**config.mk**
```make
export PLATFORM = sky130hd
export DESIGN_NAME = vga_code_display
export DESIGN_NICKNAME = d
export VERILOG_FILES = /design/src/rtl/vga_code_display.sv
export SDC_FILE = /design/constraint.sdc
export NUM_CORES = 1
export LEC_CHECK = 0
export BUFFER_PORTS_ARGS = -buffer_cell sky130_fd_sc_hd__buf_2
export CORE_ASPECT_RATIO = 0.9
export CORE_UTILIZATION = 59
export CTS_CLUSTER_SIZE = 28
export DETAILED_ROUTE_END_ITERATION = 8
export GPL_TIMING_DRIVEN = 0
export PLACE_DENSITY = 0.83
export SLEW_MARGIN = 20
export SYNTH_ARGS = -nofsm -noshare
export SYNTH_HDL_FRONTEND = slang
export SYNTH_SLANG_ARGS = --single-unit
```
**constraint.sdc**
```tcl
create_clock -name clk -period 5.3 [get_ports clk]
set_input_delay 0.265 -clock clk [delete_from_list [all_inputs] [get_ports clk]]
set_output_delay 0.265 -clock clk [all_outputs]
set_load 0.005 [all_outputs]
```
**src/rtl/vga_code_display.sv**
```systemverilog
`default_nettype none
// ============================================================================
//  Module   : vga_code_display
//  Purpose  : VGA timing generator that shows the two-digit colour code.
//             The left half of the visible area is painted in the tens colour
//             (code[23:12]) and the right half in the ones colour (code[11:0]).
//             The code is captured once per frame so the picture never tears.
//  Ports    : clk          system clock, rising edge
//             rst          synchronous active-high reset
//             code[23:0]   {tens RGB444, ones RGB444}
//             hsync        horizontal sync, active low
//             vsync        vertical sync, active low
//             red/green/blue[3:0]  colour channels
//             frame_start  one-clock pulse when counters wrap to pixel (0,0)
//  Revision : 1.0  initial release
// ============================================================================
module vga_code_display #(
    parameter int CLK_DIV   = 2,
    parameter int H_VISIBLE = 640,
    parameter int H_FRONT   = 16,
    parameter int H_SYNC    = 96,
    parameter int H_BACK    = 48,
    parameter int V_VISIBLE = 480,
    parameter int V_FRONT   = 10,
    parameter int V_SYNC    = 2,
    parameter int V_BACK    = 33
) (
    input  logic        clk,
    input  logic        rst,
    input  logic [23:0] code,
    output logic        hsync,
    output logic        vsync,
    output logic [3:0]  red,
    output logic [3:0]  green,
    output logic [3:0]  blue,
    output logic        frame_start
);

    localparam int c_h_total   = H_VISIBLE + H_FRONT + H_SYNC + H_BACK;
    localparam int c_v_total   = V_VISIBLE + V_FRONT + V_SYNC + V_BACK;
    localparam int c_max_total = (c_h_total > c_v_total) ? c_h_total : c_v_total;
    localparam int c_cnt_w     = ($clog2(c_max_total) > 10) ? $clog2(c_max_total) : 10;
    localparam int c_div_w     = (CLK_DIV > 1) ? $clog2(CLK_DIV) : 1;

    localparam logic [c_cnt_w-1:0] c_h_last     = c_cnt_w'(c_h_total - 1);
    localparam logic [c_cnt_w-1:0] c_v_last     = c_cnt_w'(c_v_total - 1);
    localparam logic [c_cnt_w-1:0] c_h_vis      = c_cnt_w'(H_VISIBLE);
    localparam logic [c_cnt_w-1:0] c_h_half     = c_cnt_w'(H_VISIBLE / 2);
    localparam logic [c_cnt_w-1:0] c_v_vis      = c_cnt_w'(V_VISIBLE);
    localparam logic [c_cnt_w-1:0] c_hs_start   = c_cnt_w'(H_VISIBLE + H_FRONT);
    localparam logic [c_cnt_w-1:0] c_hs_end     = c_cnt_w'(H_VISIBLE + H_FRONT + H_SYNC);
    localparam logic [c_cnt_w-1:0] c_vs_start   = c_cnt_w'(V_VISIBLE + V_FRONT);
    localparam logic [c_cnt_w-1:0] c_vs_end     = c_cnt_w'(V_VISIBLE + V_FRONT + V_SYNC);

    logic               w_pix_tick;
    logic [c_cnt_w-1:0] r_h_cnt;
    logic [c_cnt_w-1:0] r_v_cnt;
    logic [23:0]        r_code_q;
    logic               w_h_wrap;
    logic               w_frame_wrap;
    logic               w_hsync_n;
    logic               w_vsync_n;
    logic [11:0]        w_rgb;

    // ------------------------------------------------------------------
    // Pixel clock enable
    // ------------------------------------------------------------------
    generate
        if (CLK_DIV > 1) begin : g_div
            logic [c_div_w-1:0] r_div_cnt;
            localparam logic [c_div_w-1:0] c_div_last = c_div_w'(CLK_DIV - 1);

            always_ff @(posedge clk) begin
                if (rst) begin
                    r_div_cnt <= '0;
                end else if (r_div_cnt == c_div_last) begin
                    r_div_cnt <= '0;
                end else begin
                    r_div_cnt <= r_div_cnt + 1'b1;
                end
            end

            assign w_pix_tick = (r_div_cnt == c_div_last);
        end else begin : g_no_div
            assign w_pix_tick = 1'b1;
        end
    endgenerate

    // ------------------------------------------------------------------
    // Raster counters and per-frame code capture
    // ------------------------------------------------------------------
    assign w_h_wrap     = (r_h_cnt == c_h_last);
    assign w_frame_wrap = w_h_wrap && (r_v_cnt == c_v_last);

    always_ff @(posedge clk) begin
        if (rst) begin
            r_h_cnt  <= '0;
            r_v_cnt  <= '0;
            r_code_q <= '0;
        end else if (w_pix_tick) begin
            if (w_h_wrap) begin
                r_h_cnt <= '0;
                r_v_cnt <= (r_v_cnt == c_v_last) ? '0 : r_v_cnt + 1'b1;
            end else begin
                r_h_cnt <= r_h_cnt + 1'b1;
            end
            if (w_frame_wrap) begin
                r_code_q <= code;
            end
        end
    end

    // ------------------------------------------------------------------
    // Output decode from the current counters. Registering it below makes
    // every output lag the counters by exactly one pixel. The last pixel of
    // a frame is always blanking, so the code update on that same tick can
    // never show up in the decode.
    // ------------------------------------------------------------------
    always_comb begin
        w_hsync_n = !((r_h_cnt >= c_hs_start) && (r_h_cnt < c_hs_end));
        w_vsync_n = !((r_v_cnt >= c_vs_start) && (r_v_cnt < c_vs_end));
        w_rgb     = 12'h000;
        if ((r_h_cnt < c_h_vis) && (r_v_cnt < c_v_vis)) begin
            w_rgb = (r_h_cnt < c_h_half) ? r_code_q[23:12] : r_code_q[11:0];
        end
    end

    always_ff @(posedge clk) begin
        if (rst) begin
            hsync       <= 1'b1;
            vsync       <= 1'b1;
            red         <= 4'h0;
            green       <= 4'h0;
            blue        <= 4'h0;
            frame_start <= 1'b0;
        end else begin
            // Pulse lasts one system clock even when ticks are CLK_DIV apart.
            frame_start <= w_pix_tick && w_frame_wrap;
            if (w_pix_tick) begin
                hsync <= w_hsync_n;
                vsync <= w_vsync_n;
                red   <= w_rgb[11:8];
                green <= w_rgb[7:4];
                blue  <= w_rgb[3:0];
            end
        end
    end

endmodule
`default_nettype wire

```
After elaboration in Yosys (flattened, before gate mapping)
Cells that the tools add are included. Widths: inputs -> output; s select.

Input port bits: 26. Word-level logic and storage cells: 36. Flip-flop bits (word level): 60. Output and inout port bits: 15.

Reduce and logical (&&, ||, !) cells: 10. $lt $le $gt $ge: 7. Equality and inequality tests: 2. $add $sub $neg: 3. Multiplexer cells: 4.

Operators with widths (number): $lt 10x9->1 const B (3); $mux 12 (2); $add 10x1->10 const B (2); $eq 10x10->1 const B (2); $lt 10x10->1 const B (2); $mux 10 (2); $ge 10x10->1 const B (1); $ge 10x9->1 const B (1); $logic_and 1x1->1 (5); $reduce_and 2->1 (2); $logic_not 1->1 (2); $reduce_or 2->1 (1); $add 1x1->1 const B (1).

Longest topological paths before layout
Word-level depth: 3. Gate-level depth with buffers: 8. Mapped depth without buffers: 6.

Least setup slack after synthesis
OpenSTA, ideal clock, no wires.

Path kind: register -> register. Start: register r_v_cnt[0]. End: register r_code_q[11]. Path slack: 3.535 ns. Clock period less this slack: 1.765 ns. Path buffers: 2. Setup time: 0.117 ns. Stages on the path, launching flop included: 9. Data arrival time: 1.648 ns. Required time: 5.183 ns. Path through: dfxtp_1 -> inv_1 -> ha_1 -> and4bb_1 -> nand4_1 -> o21ba_2 -> buf_2 -> buf_2 -> a22o_1.

Longest elaborated chain between the ends: 3.

Ends and longest elaborated chain: start, declared (line 57) `logic [c_cnt_w-1:0] r_v_cnt;`; start signal, assigned (line 103) `r_v_cnt <= (r_v_cnt == c_v_last) ? '0 : r_v_cnt + 1'b1;`; $eq 10x10->1 (line 93) `assign w_frame_wrap = w_h_wrap && (r_v_cnt == c_v_last);`; $logic_and 1x1->1 (line 93); $reduce_and 2->1 (no line); end signal, assigned (line 108) `r_code_q <= code;`; end, declared (line 58) `logic [23:0] r_code_q;`.

No other way between the ends. A chain may end at the register's enable or synchronous reset.

Final worst setup path
Start: register r_v_cnt[0]. End: register r_code_q[7].

Same word-level chain as after synthesis.

==> flow_summary_export.csv <==
group,metric,value,unit
detailed_routing,wl_per_cell,14.95,um
clock_network,cts_resized,0,
grt,grt_max_degree,11,
synth,synth-edff-count,0,
worst_setup_path,crit_required,5580,ps
floorplanning,row_count,21,
final_layout,diodes,0,
detailed_routing,num_vias,2035,
grt,antenna_found_initial,0,
pwr,peakVddDrop,0.1908,mV
final_layout,regArea,1201,um2
worst_setup_path,crit_type,"flop to flop",
sta,max_freq,0.4792,GHz
floorplanning,die_w,69.79,um
detailed_routing,viasPerCell,5.865,
sta,slew_violations,0,
worst_setup_path,end_kind,"flop",
synth,avgSynthCellArea,9.918,um2
final_layout,nFillCells,273,
clock_network,cts_tree,"yes",
worst_setup_path,start_kind,"flop",
clock_network,cts_buffer_depth,2,
final_layout,final_util,0.7498,
sta,hold_viol,0,
synth,syn_nets,277,
clock_network,clkTransAtPathRegs,60,ps
clock_network,postCtsSetupRepairBufs,0,
detailed_routing,dr.pass1.iters,4,
clock_network,cts_sinks,60,
placement,dp_hpwl,3.541,mm
synth,synth.distinct_cells,43,
pwr,leakage,1.202,nW
synth,synth-seq-cells,60,
detailed_routing,detail-route-antenna-nets,0,
final_layout,final_nets,327,
job,cap_violations,0,
floorplanning,ios,41,
placement,portBuffers,39,
clock_network,clk_latency,340,ps
floorplanning,core,3836,um2
final_layout,area_growth,17.90,%
synth,yosysSeqAreaShare,0.4923,
clock_network,htreeDepth,3,
synth,synth_area,2440,um2
synth,synth-main-ff-cell,"dfxtp_1",
min_path,hold_path_class,"primary input to flop",
grt,grt_pass1_wl,8.887,mm
sta,worst_slew_pin_slew,659.0,ps
floorplanning,dieHeight,63.01,um
sta,setup_viol,0,
pwr,finalPower,0.0008758,W
synth,syn_inst,246,
clock_network,cts_buffers,9,
run_status,status,"finished clean",
detailed_routing,drtIter0Drc,117,
placement,gp_routability_congestion,0.8200,
sta,rsz0062_at_grt,"no",
sta,setup_tns,0,ps
clock_network,hold_buffers,0,
worst_setup_path,cp_max_fo,10,
final_layout,drive_gt1_frac,0.2359,
sta,finalCriticalPeriod,2087,ps
clock_network,cts-root-buf,"clkbuf_8",
sta,slew_headroom,0.5597,
final_layout,multi_input_area,1156,um2
detailed_routing,wl,5.186,mm
floorplanning,dieArea,4397,um2
sta,fin_crit_sh,0.3937,
detailed_routing,drc,0,
synth,synth_warnings,0,
sta,fin_hold_ws,135.3,ps
pwr,powerDensity,304.5,nW/um2
synth,synth-async-reset-ratio,0,
floorplanning,initial_core_util,0.6360,
grt,grt_pass1_vias,1909,
sta,finClkSkew,4.261,ps
worst_setup_path,arrival,2360,ps
grt,grt-ovfl-total,0,
grt,grtUsageTotal,0.2628,
## cells in the final DEF (no fill, tap or decap), types with 6 or more instances in the layout
cell type / Yosys / final
a21oi_1: 7 / 7
a22o_1: 24 / 24
buf_2: 6 / 45
clkbuf_1: 5 / 7
clkbuf_8: 0 / 9
dfxtp_1: 60 / 60
inv_1: 6 / 6
mux2i_1: 12 / 12
nand2_1: 20 / 20
nand3_1: 10 / 10
nor2_1: 16 / 16
o21ai_0: 17 / 17
xnor2_1: 6 / 6
## where the power goes
part           internal, W  switching [W]  total (W)  leakage, nW
Clock             0.000215       0.000171   0.000385       0.0931
Sequential        0.000454     0.00000367   0.000458        0.484
Combinational    0.0000138      0.0000189  0.0000327        0.625
## flip-flops by register name, indices dropped and copies added, names as in the netlist
name             count
frame_start          1
r_v_cnt             10
g_div.r_div_cnt      1
blue                 4
vsync                1
red                  4
hsync                1
r_code_q            24
green                4
r_h_cnt             10
## critical path: stages, from the launching register on
cell and delay, ps:
dfxtp_1 350, inv_1 100, ha_1 150, and4bb_1 180, nand4_1 240, nor3_2 520
buf_2 330, a22o_1 160
## cells in the mapped netlist (2+ instances only)
library cell	n	area [um2]
mux2i_1	12	120.1
o21a_1	3	22.52
clkbuf_1	5	18.77
or4_1	2	15.01
nor2_1	16	60.06
dfxtp_1	60	1201
nand2_1	20	75.07
ha_1	5	62.56
xnor2_1	6	52.55
xor2_1	5	43.79
o31ai_1	3	22.52
nand3_1	10	50.05
or3_1	2	12.51
nand2b_1	4	25.02
inv_1	6	22.52
a22o_1	24	210.2
and3_1	2	12.51
nand4_1	5	31.28
nor3_1	5	25.02
a21oi_1	7	35.03
o21ai_0	17	85.08
buf_2	6	30.03
## logic make-up after synthesis
kind of cell               share of synthesized area
and+or+nand+nor                               0.1892
DFF                                           0.4923
AOI/OAI and AO/OA                             0.1703
buffers and inverters                        0.03385
muxes                                        0.04923
xor gates and xnor gates                     0.03949
adders and majority gates                    0.02564
## layer usage
metal,up-vias,share of wire,GRT usage
li1,988,-,-
met1,973,0.46,0.3367
met2,62,0.46,0.4014
met3,12,0.059,0.1081
met4,0,0.016,0.08500
met5,-,0,0
## final timing paths
path / from / endpoint / slack [ps] / cells after the start
max: r_v_cnt[0] / r_code_q[7] / 3210 / 7
min: code[20] / r_code_q[20] / 140 / 2
max reg2reg: r_v_cnt[0] / r_code_q[7] / 3210 / 7
min reg2reg: red[2] / red[2] / 460 / 2
## final cells by class
cell class | count | area share
Buffer | 12 | 0.02088
Clock buffer | 11 | 0.04567
Clock inverter | 5 | 0.01827
Inverter | 6 | 0.007829
Multi-Input combinational cell | 168 | 0.4019
Sequential cell | 60 | 0.4176
Tap cell | 46 | 0.02001
Timing Repair Buffer | 39 | 0.06786
## per-stage QoR
stage | instance area [um2] | std cells | setup slack, ps
final | 2877 | 347 | 3213
after global routing | 2877 | 347 | 3039
after floorplan | 2440 | 246 | 3535
after detailed placement | 2693 | 331 | 3281
after CTS | 2877 | 347 | 3220
after global placement | 2693 | 331 | 3316
(Power assumes the default switching activity.)
